File: src/rtl/di_reg_file_term.sv
// di_reg_file_term
// Register-file terminal on the di_* host-interface bus, placed directly
// downstream of the i2c host interface. It answers one terminal address and
// serves 32-bit reads and writes to NUM_REGS registers. Reads use an
// auto-incrementing pointer and programmable wait states. Errors are reported
// on di_transfer_status so the host interface can NACK.
//
// Ports:
//   clk, reset           clock, synchronous active-high reset
//   di_term_addr         terminal address from host (matched against TERM_ADDR)
//   di_reg_addr          register address; only [7:0] is used
//   di_read_mode         read transaction active
//   di_read_req          pulse: start a read at di_reg_addr
//   di_read              pulse: current read word consumed, fetch next
//   di_write_mode        write transaction active
//   di_write             pulse: write di_reg_datai to di_reg_addr
//   di_reg_datai         write data
//   di_read_rdy          di_reg_datao valid
//   di_reg_datao         read data, held until the next load
//   di_write_rdy         ready for the next write
//   di_transfer_status   0=OK, 1=ERR_RANGE, 2=ERR_READONLY (sticky per transaction)
//   reg_q                flattened register contents, reg i at [32*i+31:32*i]
//   wr_strobe            one-cycle pulse on the cycle after register i is written
//   dbg_state            FSM state: 0=IDLE, 1=RD_WAIT, 2=RD_VALID, 3=WR_WAIT
//
// Handshake: read data is valid while di_read_rdy=1; a di_read pulse while
// valid consumes the word and drops di_read_rdy until the next word is
// fetched. A di_write pulse is accepted only while di_write_rdy=1 (IDLE);
// di_write_rdy then stays low for WR_LATENCY cycles. All pulses are ignored
// unless the terminal is selected and a transaction (read or write mode) is open.
module di_reg_file_term #(
  parameter logic [15:0] TERM_ADDR  = 16'h0050,
  parameter int          NUM_REGS   = 16,
  parameter int          RD_LATENCY = 2,
  parameter int          WR_LATENCY = 1,
  parameter logic [31:0] ID_VALUE   = 32'h4E495452
) (
  input  logic                     clk,
  input  logic                     reset,
  input  logic [15:0]              di_term_addr,
  input  logic [31:0]              di_reg_addr,
  input  logic                     di_read_mode,
  input  logic                     di_read_req,
  input  logic                     di_read,
  input  logic                     di_write_mode,
  input  logic                     di_write,
  input  logic [31:0]              di_reg_datai,
  output logic                     di_read_rdy,
  output logic [31:0]              di_reg_datao,
  output logic                     di_write_rdy,
  output logic [15:0]              di_transfer_status,
  output logic [32*NUM_REGS-1:0]   reg_q,
  output logic [NUM_REGS-1:0]      wr_strobe,
  output logic [1:0]               dbg_state
);

  typedef enum logic [1:0] {
    S_IDLE     = 2'd0,
    S_RD_WAIT  = 2'd1,
    S_RD_VALID = 2'd2,
    S_WR_WAIT  = 2'd3
  } state_t;

  localparam logic [8:0] NUM_REGS_W = 9'(NUM_REGS);
  localparam logic [3:0] RD_CNT     = 4'(RD_LATENCY - 1);
  localparam logic [3:0] WR_CNT     = 4'(WR_LATENCY - 1);

  localparam logic [15:0] ST_OK       = 16'd0;
  localparam logic [15:0] ST_RANGE    = 16'd1;
  localparam logic [15:0] ST_READONLY = 16'd2;

  state_t                state_q;
  logic [7:0]            ptr_q;
  logic [3:0]            cnt_q;
  logic                  rd_rdy_q;
  logic                  wr_rdy_q;
  logic [31:0]           datao_q;
  logic [15:0]           status_q;
  logic [NUM_REGS-1:0]   strobe_q;
  // Register 0 is the read-only ID word, so storage starts at index 1.
  logic [31:0]           regs_q [1:NUM_REGS-1];

  logic                  sel;
  logic                  active;
  logic [7:0]            wr_idx;
  logic                  wr_oob;
  logic                  rd_oob;
  logic [31:0]           rd_word;
  logic                  unused_addr_bits;

  assign sel    = (di_term_addr == TERM_ADDR);
  // Dropping both mode lines closes the transaction; it is also the only
  // thing that clears a sticky error status.
  assign active = sel && (di_read_mode || di_write_mode);
  assign wr_idx = di_reg_addr[7:0];
  assign wr_oob = ({1'b0, wr_idx} >= NUM_REGS_W);
  assign rd_oob = ({1'b0, ptr_q} >= NUM_REGS_W);
  assign unused_addr_bits = ^di_reg_addr[31:8];

  // Fetch mux; anything beyond the register file reads as a poison word.
  always_comb begin
    rd_word = 32'hDEADBEEF;
    if (ptr_q == 8'd0) rd_word = ID_VALUE;
    for (int i = 1; i < NUM_REGS; i++) begin
      if (ptr_q == 8'(i)) rd_word = regs_q[i];
    end
  end

  always_comb begin
    reg_q = '0;
    reg_q[31:0] = ID_VALUE;
    for (int i = 1; i < NUM_REGS; i++) begin
      reg_q[32*i +: 32] = regs_q[i];
    end
  end

  always_ff @(posedge clk) begin
    if (reset) begin
      state_q  <= S_IDLE;
      ptr_q    <= '0;
      cnt_q    <= '0;
      rd_rdy_q <= 1'b1;
      wr_rdy_q <= 1'b1;
      datao_q  <= '0;
      status_q <= ST_OK;
      strobe_q <= '0;
      for (int i = 1; i < NUM_REGS; i++) regs_q[i] <= '0;
    end else begin
      strobe_q <= '0;
      if (!active) begin
        state_q  <= S_IDLE;
        status_q <= ST_OK;
        rd_rdy_q <= 1'b1;
        wr_rdy_q <= 1'b1;
      end else begin
        case (state_q)
          S_IDLE: begin
            // A write beats a simultaneous read request.
            if (di_write) begin
              wr_rdy_q <= 1'b0;
              cnt_q    <= WR_CNT;
              state_q  <= S_WR_WAIT;
              if (wr_oob) begin
                status_q <= ST_RANGE;
              end else if (wr_idx == 8'd0) begin
                status_q <= ST_READONLY;
              end else begin
                for (int i = 1; i < NUM_REGS; i++) begin
                  if (wr_idx == 8'(i)) begin
                    regs_q[i]   <= di_reg_datai;
                    strobe_q[i] <= 1'b1;
                  end
                end
              end
            end else if (di_read_req) begin
              ptr_q    <= wr_idx;
              rd_rdy_q <= 1'b0;
              cnt_q    <= RD_CNT;
              state_q  <= S_RD_WAIT;
            end
          end
          S_RD_WAIT: begin
            if (di_read_req) begin
              // Restart the fetch at the new address.
              ptr_q <= wr_idx;
              cnt_q <= RD_CNT;
            end else if (cnt_q == 4'd0) begin
              datao_q  <= rd_word;
              rd_rdy_q <= 1'b1;
              state_q  <= S_RD_VALID;
              if (rd_oob) status_q <= ST_RANGE;
            end else begin
              cnt_q <= cnt_q - 4'd1;
            end
          end
          S_RD_VALID: begin
            if (di_read_req) begin
              ptr_q    <= wr_idx;
              rd_rdy_q <= 1'b0;
              cnt_q    <= RD_CNT;
              state_q  <= S_RD_WAIT;
            end else if (di_read) begin
              ptr_q    <= ptr_q + 8'd1;  // wraps 255 -> 0
              rd_rdy_q <= 1'b0;
              cnt_q    <= RD_CNT;
              state_q  <= S_RD_WAIT;
            end
          end
          S_WR_WAIT: begin
            // Writes arriving here are dropped.
            if (cnt_q == 4'd0) begin
              wr_rdy_q <= 1'b1;
              state_q  <= S_IDLE;
            end else begin
              cnt_q <= cnt_q - 4'd1;
            end
          end
          default: state_q <= S_IDLE;
        endcase
      end
    end
  end

  assign di_read_rdy        = rd_rdy_q;
  assign di_reg_datao       = datao_q;
  assign di_write_rdy       = wr_rdy_q;
  assign di_transfer_status = status_q;
  assign wr_strobe          = strobe_q;
  assign dbg_state          = state_q;

endmodule

File: config.mk
export PLATFORM = sky130hd
export DESIGN_NAME = di_reg_file_term
export DESIGN_NICKNAME = d
export VERILOG_FILES = /design/src/rtl/di_reg_file_term.sv
export SDC_FILE = /design/constraint.sdc
export NUM_CORES = 1
export LEC_CHECK = 0
export ABC_AREA = 1
export ABC_CLOCK_PERIOD_IN_PS = 8700
export CORE_AREA = 5 5 259 261
export CTS_CLUSTER_DIAMETER = 80
export DETAILED_ROUTE_END_ITERATION = 10
export DIE_AREA = 0 0 264 266
export GPL_ROUTABILITY_DRIVEN = 0
export GPL_TIMING_DRIVEN = 0
export MAX_ROUTING_LAYER = met4
export PLACE_DENSITY_LB_ADDON = 0.1
export SYNTH_ARGS = -nofsm -noshare
export SYNTH_HDL_FRONTEND = slang
export SYNTH_SLANG_ARGS = --single-unit
File: constraint.sdc
create_clock -name clk -period 8.7 [get_ports clk]
set_input_delay 2.175 -clock clk [delete_from_list [all_inputs] [get_ports clk]]
set_output_delay 2.175 -clock clk [all_outputs]
set_load 0.01 [all_outputs]
==> impl_metrics.ini, run 1 <==
[clocking]
clkTransAtPathRegs_ns = 0.06
cts_setup_buffers = 0
cts_root_buf = clkbuf_16
cts_sinks = 545
htree_levels = 2
cts_buffers = 59
hold_buffers = 0
cts_buffer_depth = 3
clk_latency_ns = 0.62
cts_resized = 0
cts_tree = done

[setup_path]
crit_chain = clkdlybuf4s50_1 -> inv_1 -> or4_1 -> and3b_1 -> nand2_1 -> nor2_4 -> inv_2 -> nor2_1 -> inv_1 -> o31ai_4 -> buf_8
slowest_stage = o31ai_4
crit_buf_inv = 5
cp_top_family = simple AND/OR/NAND/NOR gates
slowest_delay_ns = 0.84
critical_path_class = in -> reg
worstSetupStartpointType = primary input
critPathCaptureType = register
cpMostUsedCell = inv_1
crit_fanout = 19
worstPathRequired_ns = 9.01
arrival_ns = 6.12

[global_route]
grt_pass1_vias = 22230
grt_max_degree = 33
track_usage = 0.3057
grt_antenna_before_repair = 1
overflow = 0
grt_pass1_wl_um = 153900

[drt]
met2_length_um = 50690
drc_errors = 0
top_layer_used = met4
drt_iter0_markers = 2762
met3_length_um = 11060
drt-vias-per-instance = 5.361
drt-total-wl_um = 109500
wire_per_inst_um = 25.42
wl_met1_um = 42970
drt_pass1_iterations = 8
num_vias = 23090
ant_nets = 0

[floorplan]
row_count = 93
num_io_pins = 667
dieArea_sq_um = 70220
core_area_sq_um = 64230
start_util = 0.3914
dieWidth_um = 264
die_y_um = 266

[flow_run]
cap_violations = 0

[logic_synthesis]
avgSynthCellArea_sq_um = 9.345
yosysMostFrequentCell = nor2_1
ys_seq_area_frac = 0.6251
ys_warn_count = 0
ys_types = 48
synthArstFlopShare = 0
synth_top_area_frac = 0.5734
synth-seq-cells = 545
synth_edf_count = 480
synthTopCellsByCount = 759 x nor2_1, 489 x nand2_1, 480 x edfxtp_1, 164 x a21oi_1, 120 x inv_1
synthFlopType = edfxtp_1
synth_area_sq_um = 25140
yosysTopAreaCell = edfxtp_1
ys_top_cells_by_area = edfxtp_1 57%, nor2_1 11%, nand2_1 7.3%
synthCells = 2690

[pwr]
power_density_nw_per_um2 = 168.5
ir_worst_vdd_mv = 0.1573
p_leak_nw = 13.97

[layout]
fillers = 5838
finalNetCount = 3498
drive_gt1_frac = 0.09241
insertedDiodeCount = 0
area_growth_pct = 37.63
final_core_util = 0.5386

[sta]
min_period_ns = 5.804
setup_viol = 0
setup-tns-final_ns = 0
period_share = 0.6671
rsz0062_at_grt = no
fmax_ghz = 0.1723
worst_pin_slew_ns = 1.110
slew_headroom = 0.2599
hold_viol_final = 0
slew_viol_final = 0
fin_skew_ns = 0.01830

[outcome]
outcome = finished, final reports clean

[placement]
dp_hpwl_um = 89240
port_buffers = 595

[hold_path]
hp-class = reg -> reg
layout by cell type, fill, tap and decap left out, types with 3 or more instances in the layout:
cell	instances
clkbuf_16	62
bufinv_16	3
inv_1	120
or2_1	4
edfxtp_1	480
nor2_1	759
a21oi_1	164
buf_4	47
clkbuf_1	125
nor3_1	14
clkdlybuf4s50_1	595
buf_6	3
or2_0	10
nor4_1	6
clkbuf_8	8
nand2_1	485
nor3_2	5
o21ai_4	10
o21ai_1	34
o211ai_1	29
nor2_4	5
clkinv_1	9
inv_2	21
conb_1	47
nand4_1	6
nor2_2	8
clkinv_2	12
nand3_1	100
o21ai_0	49
ha_1	9
dfxtp_1	65
buf_12	10
o221ai_1	3
nand2_2	7
buf_2	52
or2_2	58
power breakdown:
group / leakage [nW] / internal (mW) / switching, mW / total, mW
Sequential: 5.68 / 2.89 / 0.0456 / 2.94
Combinational: 7.35 / 0.152 / 0.209 / 0.362
Clock: 0.944 / 1.45 / 1.08 / 2.53
cells by family (layout without fill, tap and decap cells):
| group | count (synthesis) | count (layout) | share of synthesized area |
|---|---|---|---|
| other | 2 | 47 | 0.0002987 |
| adders and majority gates | 9 | 9 | 0.004479 |
| xor gates and xnor gates | 1 | 1 | 0.0003485 |
| AOI/OAI and AO/OA | 304 | 304 | 0.06545 |
| DFF | 545 | 545 | 0.6251 |
| buffers and inverters | 353 | 1070 | 0.06321 |
| and+or+nand+nor | 1476 | 1476 | 0.2411 |
registers in the layout (all words and copies together), names as in the netlist:
signal / flops
ptr_q: 8
di_write_rdy: 1
cnt_q: 4
dbg_state: 2
regs_q: 480
di_read_rdy: 1
wr_strobe: 15
di_transfer_status: 2
di_reg_datao: 32
worst paths after layout:
| kind | start | slack (ns) | to | depth (start not counted) |
|---|---|---|---|---|
| max | di_term_addr[4] | 2.90 | regs_q[0][171]$_SDFFCE_PN0P_ | 11 |
| min | di_reg_datao[11]$_SDFFE_PP0P_ | 0.47 | di_reg_datao[11]$_SDFFE_PP0P_ | 2 |
| max reg2reg | dbg_state[1]$_SDFFE_PP0P_ | 4.88 | regs_q[0][171]$_SDFFCE_PN0P_ | 9 |
| min reg2reg | di_reg_datao[11]$_SDFFE_PP0P_ | 0.47 | di_reg_datao[11]$_SDFFE_PP0P_ | 2 |
per-stage QoR:
stage / total power [mW] / hold WS, ns / instance area, sq um / std cells / worst slack (ns)
2_1_floorplan: 3.109 / 0.4446 / 25310 / 2735 / 2.191
3_3_place_gp: 3.344 / 0.4509 / 32330 / 4185 / -0.03177
3_5_place_dp: 3.355 / 0.4584 / 32680 / 4196 / 2.358
4_1_cts: 5.843 / 0.4674 / 34590 / 4307 / 3.017
5_1_grt: 5.971 / 0.4888 / 34600 / 4307 / 2.774
6_report: 5.831 / 0.4678 / 34600 / 4307 / 2.896
final cells by class:
type | count | area, sq um | share of cell area
Clock buffer | 87 | 1725 | 0.04987
Inverter | 142 | 533.0 | 0.01541
Buffer | 211 | 1056 | 0.03052
Multi-Input combinational cell | 1837 | 8140 | 0.2353
Tap cell | 855 | 1070 | 0.03092
Sequential cell | 545 | 15720 | 0.4542
Timing Repair Buffer | 606 | 6171 | 0.1784
Clock inverter | 24 | 187.7 | 0.005425
routing by layer:
metal	GRT usage	vias up
li1	-	10200
met1	0.3994	11300
met2	0.4826	1358
met3	0.06095	227
met4	0.1031	0
met5	-	-
worst register-to-register path, stage by stage, from the launching register on:
cell     delay (ns)
dfxtp_1        0.38
inv_1          0.12
ha_1           0.21
nand2_1        0.17
nor2_4         0.26
inv_2          0.13
nor2_1         0.53
inv_1          0.58
o31ai_4        0.84
buf_8          0.30
Power figures use the tool's default switching activity.
==> inputs of run 2 (changes only) <==
--- a/config.mk
+++ b/config.mk
@@ -6,11 +6,11 @@
 export NUM_CORES = 1
 export LEC_CHECK = 0
 export ABC_AREA = 1
-export ABC_CLOCK_PERIOD_IN_PS = 8700
-export CORE_AREA = 5 5 259 261
+export ABC_CLOCK_PERIOD_IN_PS = 4940
+export CORE_AREA = 5 5 260 262
 export CTS_CLUSTER_DIAMETER = 80
 export DETAILED_ROUTE_END_ITERATION = 10
-export DIE_AREA = 0 0 264 266
+export DIE_AREA = 0 0 265 267
 export GPL_ROUTABILITY_DRIVEN = 0
 export GPL_TIMING_DRIVEN = 0
 export MAX_ROUTING_LAYER = met4
==> constraint.sdc (replaced) <==
create_clock -name clk -period 4.94 [get_ports clk]
set_input_delay 1.235 -clock clk [delete_from_list [all_inputs] [get_ports clk]]
set_output_delay 1.235 -clock clk [all_outputs]
set_load 0.01 [all_outputs]
==> run 2 against run 1 <==
  * Sequential cell count unchanged
  * Final cell count up 0.26%
  * Largest power group unchanged
  * Global-route usage up 0.58 points
  * Critical endpoint is now regs_q[0][165]$_SDFFCE_PN0P_
==> impl_metrics.ini, run 2 (synthesis gave the netlist of run 1 again) <==
[pwr]
power_density_nw_per_um2 = 297.8
pwr-share-clk = 0.436
p_seq_frac = 0.502
combPwrFrac = 0.063
switching_power_mw = 2.376
p_leak_nw = 14.00
p_sw_frac = 0.2303
power_mw = 10.32
internal-power_mw = 7.943
ir_worst_vdd_mv = 0.3133

[floorplan]
num_io_pins = 667
start_util = 0.3858
dieWidth_um = 265
die_y_um = 267
row_count = 94
core_area_sq_um = 65160
dieArea_sq_um = 70760

[flow_run]
cap_violations = 0

[global_route]
overflow = 0
grt_pass1_wl_um = 156200
grt_antenna_before_repair = 0
track_usage = 0.3115
grt_pass1_vias = 22340
grt_max_degree = 33

[clocking]
clk_latency_ns = 0.64
cts_buffer_depth = 3
cts_tree = done
cts_resized = 0
clkTransAtPathRegs_ns = 0.06
cts_buffers = 59
cts_sinks = 545
htree_levels = 2
cts_root_buf = clkbuf_16
hold_buffers = 0
cts_setup_buffers = 0

[drt]
drt-vias-per-instance = 5.334
drt_pass1_iterations = 6
num_vias = 23030
drt-total-wl_um = 112200
ant_nets = 0
drt_iter0_markers = 2841
drc_errors = 0
wire_per_inst_um = 25.99

[outcome]
outcome = finished, final reports clean

[placement]
dp_cells = 4206
port_buffers = 595
dp_hpwl_um = 91500

[layout]
fin_cells = 4318
finalNetCount = 3499
fillers = 5987
insertedDiodeCount = 0
largest_reg_flops = 480
area_growth_pct = 37.85
layout_commonest_cell = nor2_1
top_register = regs_q
final_core_util = 0.5319
drive_gt1_frac = 0.09351
final_cell_mix = 759 x nor2_1, 595 x clkdlybuf4s50_1, 486 x nand2_1

[setup_path]
crit_fanout = 20
worstPathRequired_ns = 5.27
arrival_ns = 4.97
critPathCaptureType = register
worstSetupStartpointType = primary input
critical_path_class = in -> reg

[sta]
timing.hold.ws_ns = 0.4667
slew_viol_final = 0
fin_skew_ns = 0.02405
hold_viol_final = 0
worst_pin_slew_ns = 1.183
fmax_ghz = 0.2153
slew_headroom = 0.2054
period_share = 0.9401
setup-tns-final_ns = 0
min_period_ns = 4.644
setup_viol = 0
rsz0062_at_grt = no

[hold_path]
hp-class = reg -> reg
[run 2: cell types whose count changed in the layout (fill, tap and decap cells not counted), sizes merged]
cell    before  now
clkbuf     195  188
clkinv      21   26
inv        141  142
buf        114  115
bufinv       3    5
[run 2: path summary, 6_finish.rpt]
path / from / to / slack (ns) / cells after the start
setup / recovery: di_term_addr[4] / regs_q[0][165]$_SDFFCE_PN0P_ / 0.30 / 11
hold / removal: di_reg_datao[19]$_SDFFE_PP0P_ / di_reg_datao[19]$_SDFFE_PP0P_ / 0.47 / 2
setup reg to reg: ptr_q[0]$_SDFFE_PP0P_ / di_reg_datao[24]$_SDFFE_PP0P_ / 1.23 / 21
hold reg to reg: di_reg_datao[19]$_SDFFE_PP0P_ / di_reg_datao[19]$_SDFFE_PP0P_ / 0.47 / 2
[run 2: per-layer routing]
metal | part of all wire | up-vias | wire [um] | GRT usage
li1 | - | 10210 | - | -
met1 | 0.39 | 11290 | 43810 | 0.4028
met2 | 0.47 | 1309 | 52360 | 0.4924
met3 | 0.10 | 220 | 11620 | 0.07006
met4 | 0.040 | 0 | 4445 | 0.1003
met5 | 0 | - | 0 | -
[run 2: cell type report]
cell class / count / area, sq um / share of cell area
Buffer: 211 / 1056 / 0.03047
Clock buffer: 80 / 1637 / 0.04723
Clock inverter: 32 / 296.5 / 0.008557
Inverter: 142 / 533.0 / 0.01538
Multi-Input combinational cell: 1837 / 8138 / 0.2348
Sequential cell: 545 / 15720 / 0.4535
Tap cell: 864 / 1081 / 0.03119
Timing Repair Buffer: 607 / 6198 / 0.1789
[run 2: critical path, stage by stage]
cell	delay, ns
clkdlybuf4s50_1	0.46
inv_1	0.05
or4_1	0.48
and3b_1	0.23
nand2_1	0.15
nor2_4	0.20
inv_2	0.11
nor2_1	0.44
inv_1	0.52
o31ai_4	0.79
buf_8	0.29
[run 2: through the flow]
stage,worst slack [ns],instance area [sq um]
final,0.2959,34650
after global routing,0.08883,34650
after CTS,0.3117,34650
after detailed placement,-0.3461,32720
after global placement,-3.218,32350
after floorplan,-0.5001,25310
[run 2: power by group through the flow]
stage | registers, mW | clock network, mW | logic (mW)
after floorplan | 5.31 | 0 | 0.169
after global placement | 5.29 | 0 | 0.611
after detailed placement | 5.27 | 0 | 0.649
after CTS | 5.17 | 4.52 | 0.650
after global routing | 5.18 | 4.71 | 0.676
final | 5.18 | 4.49 | 0.648
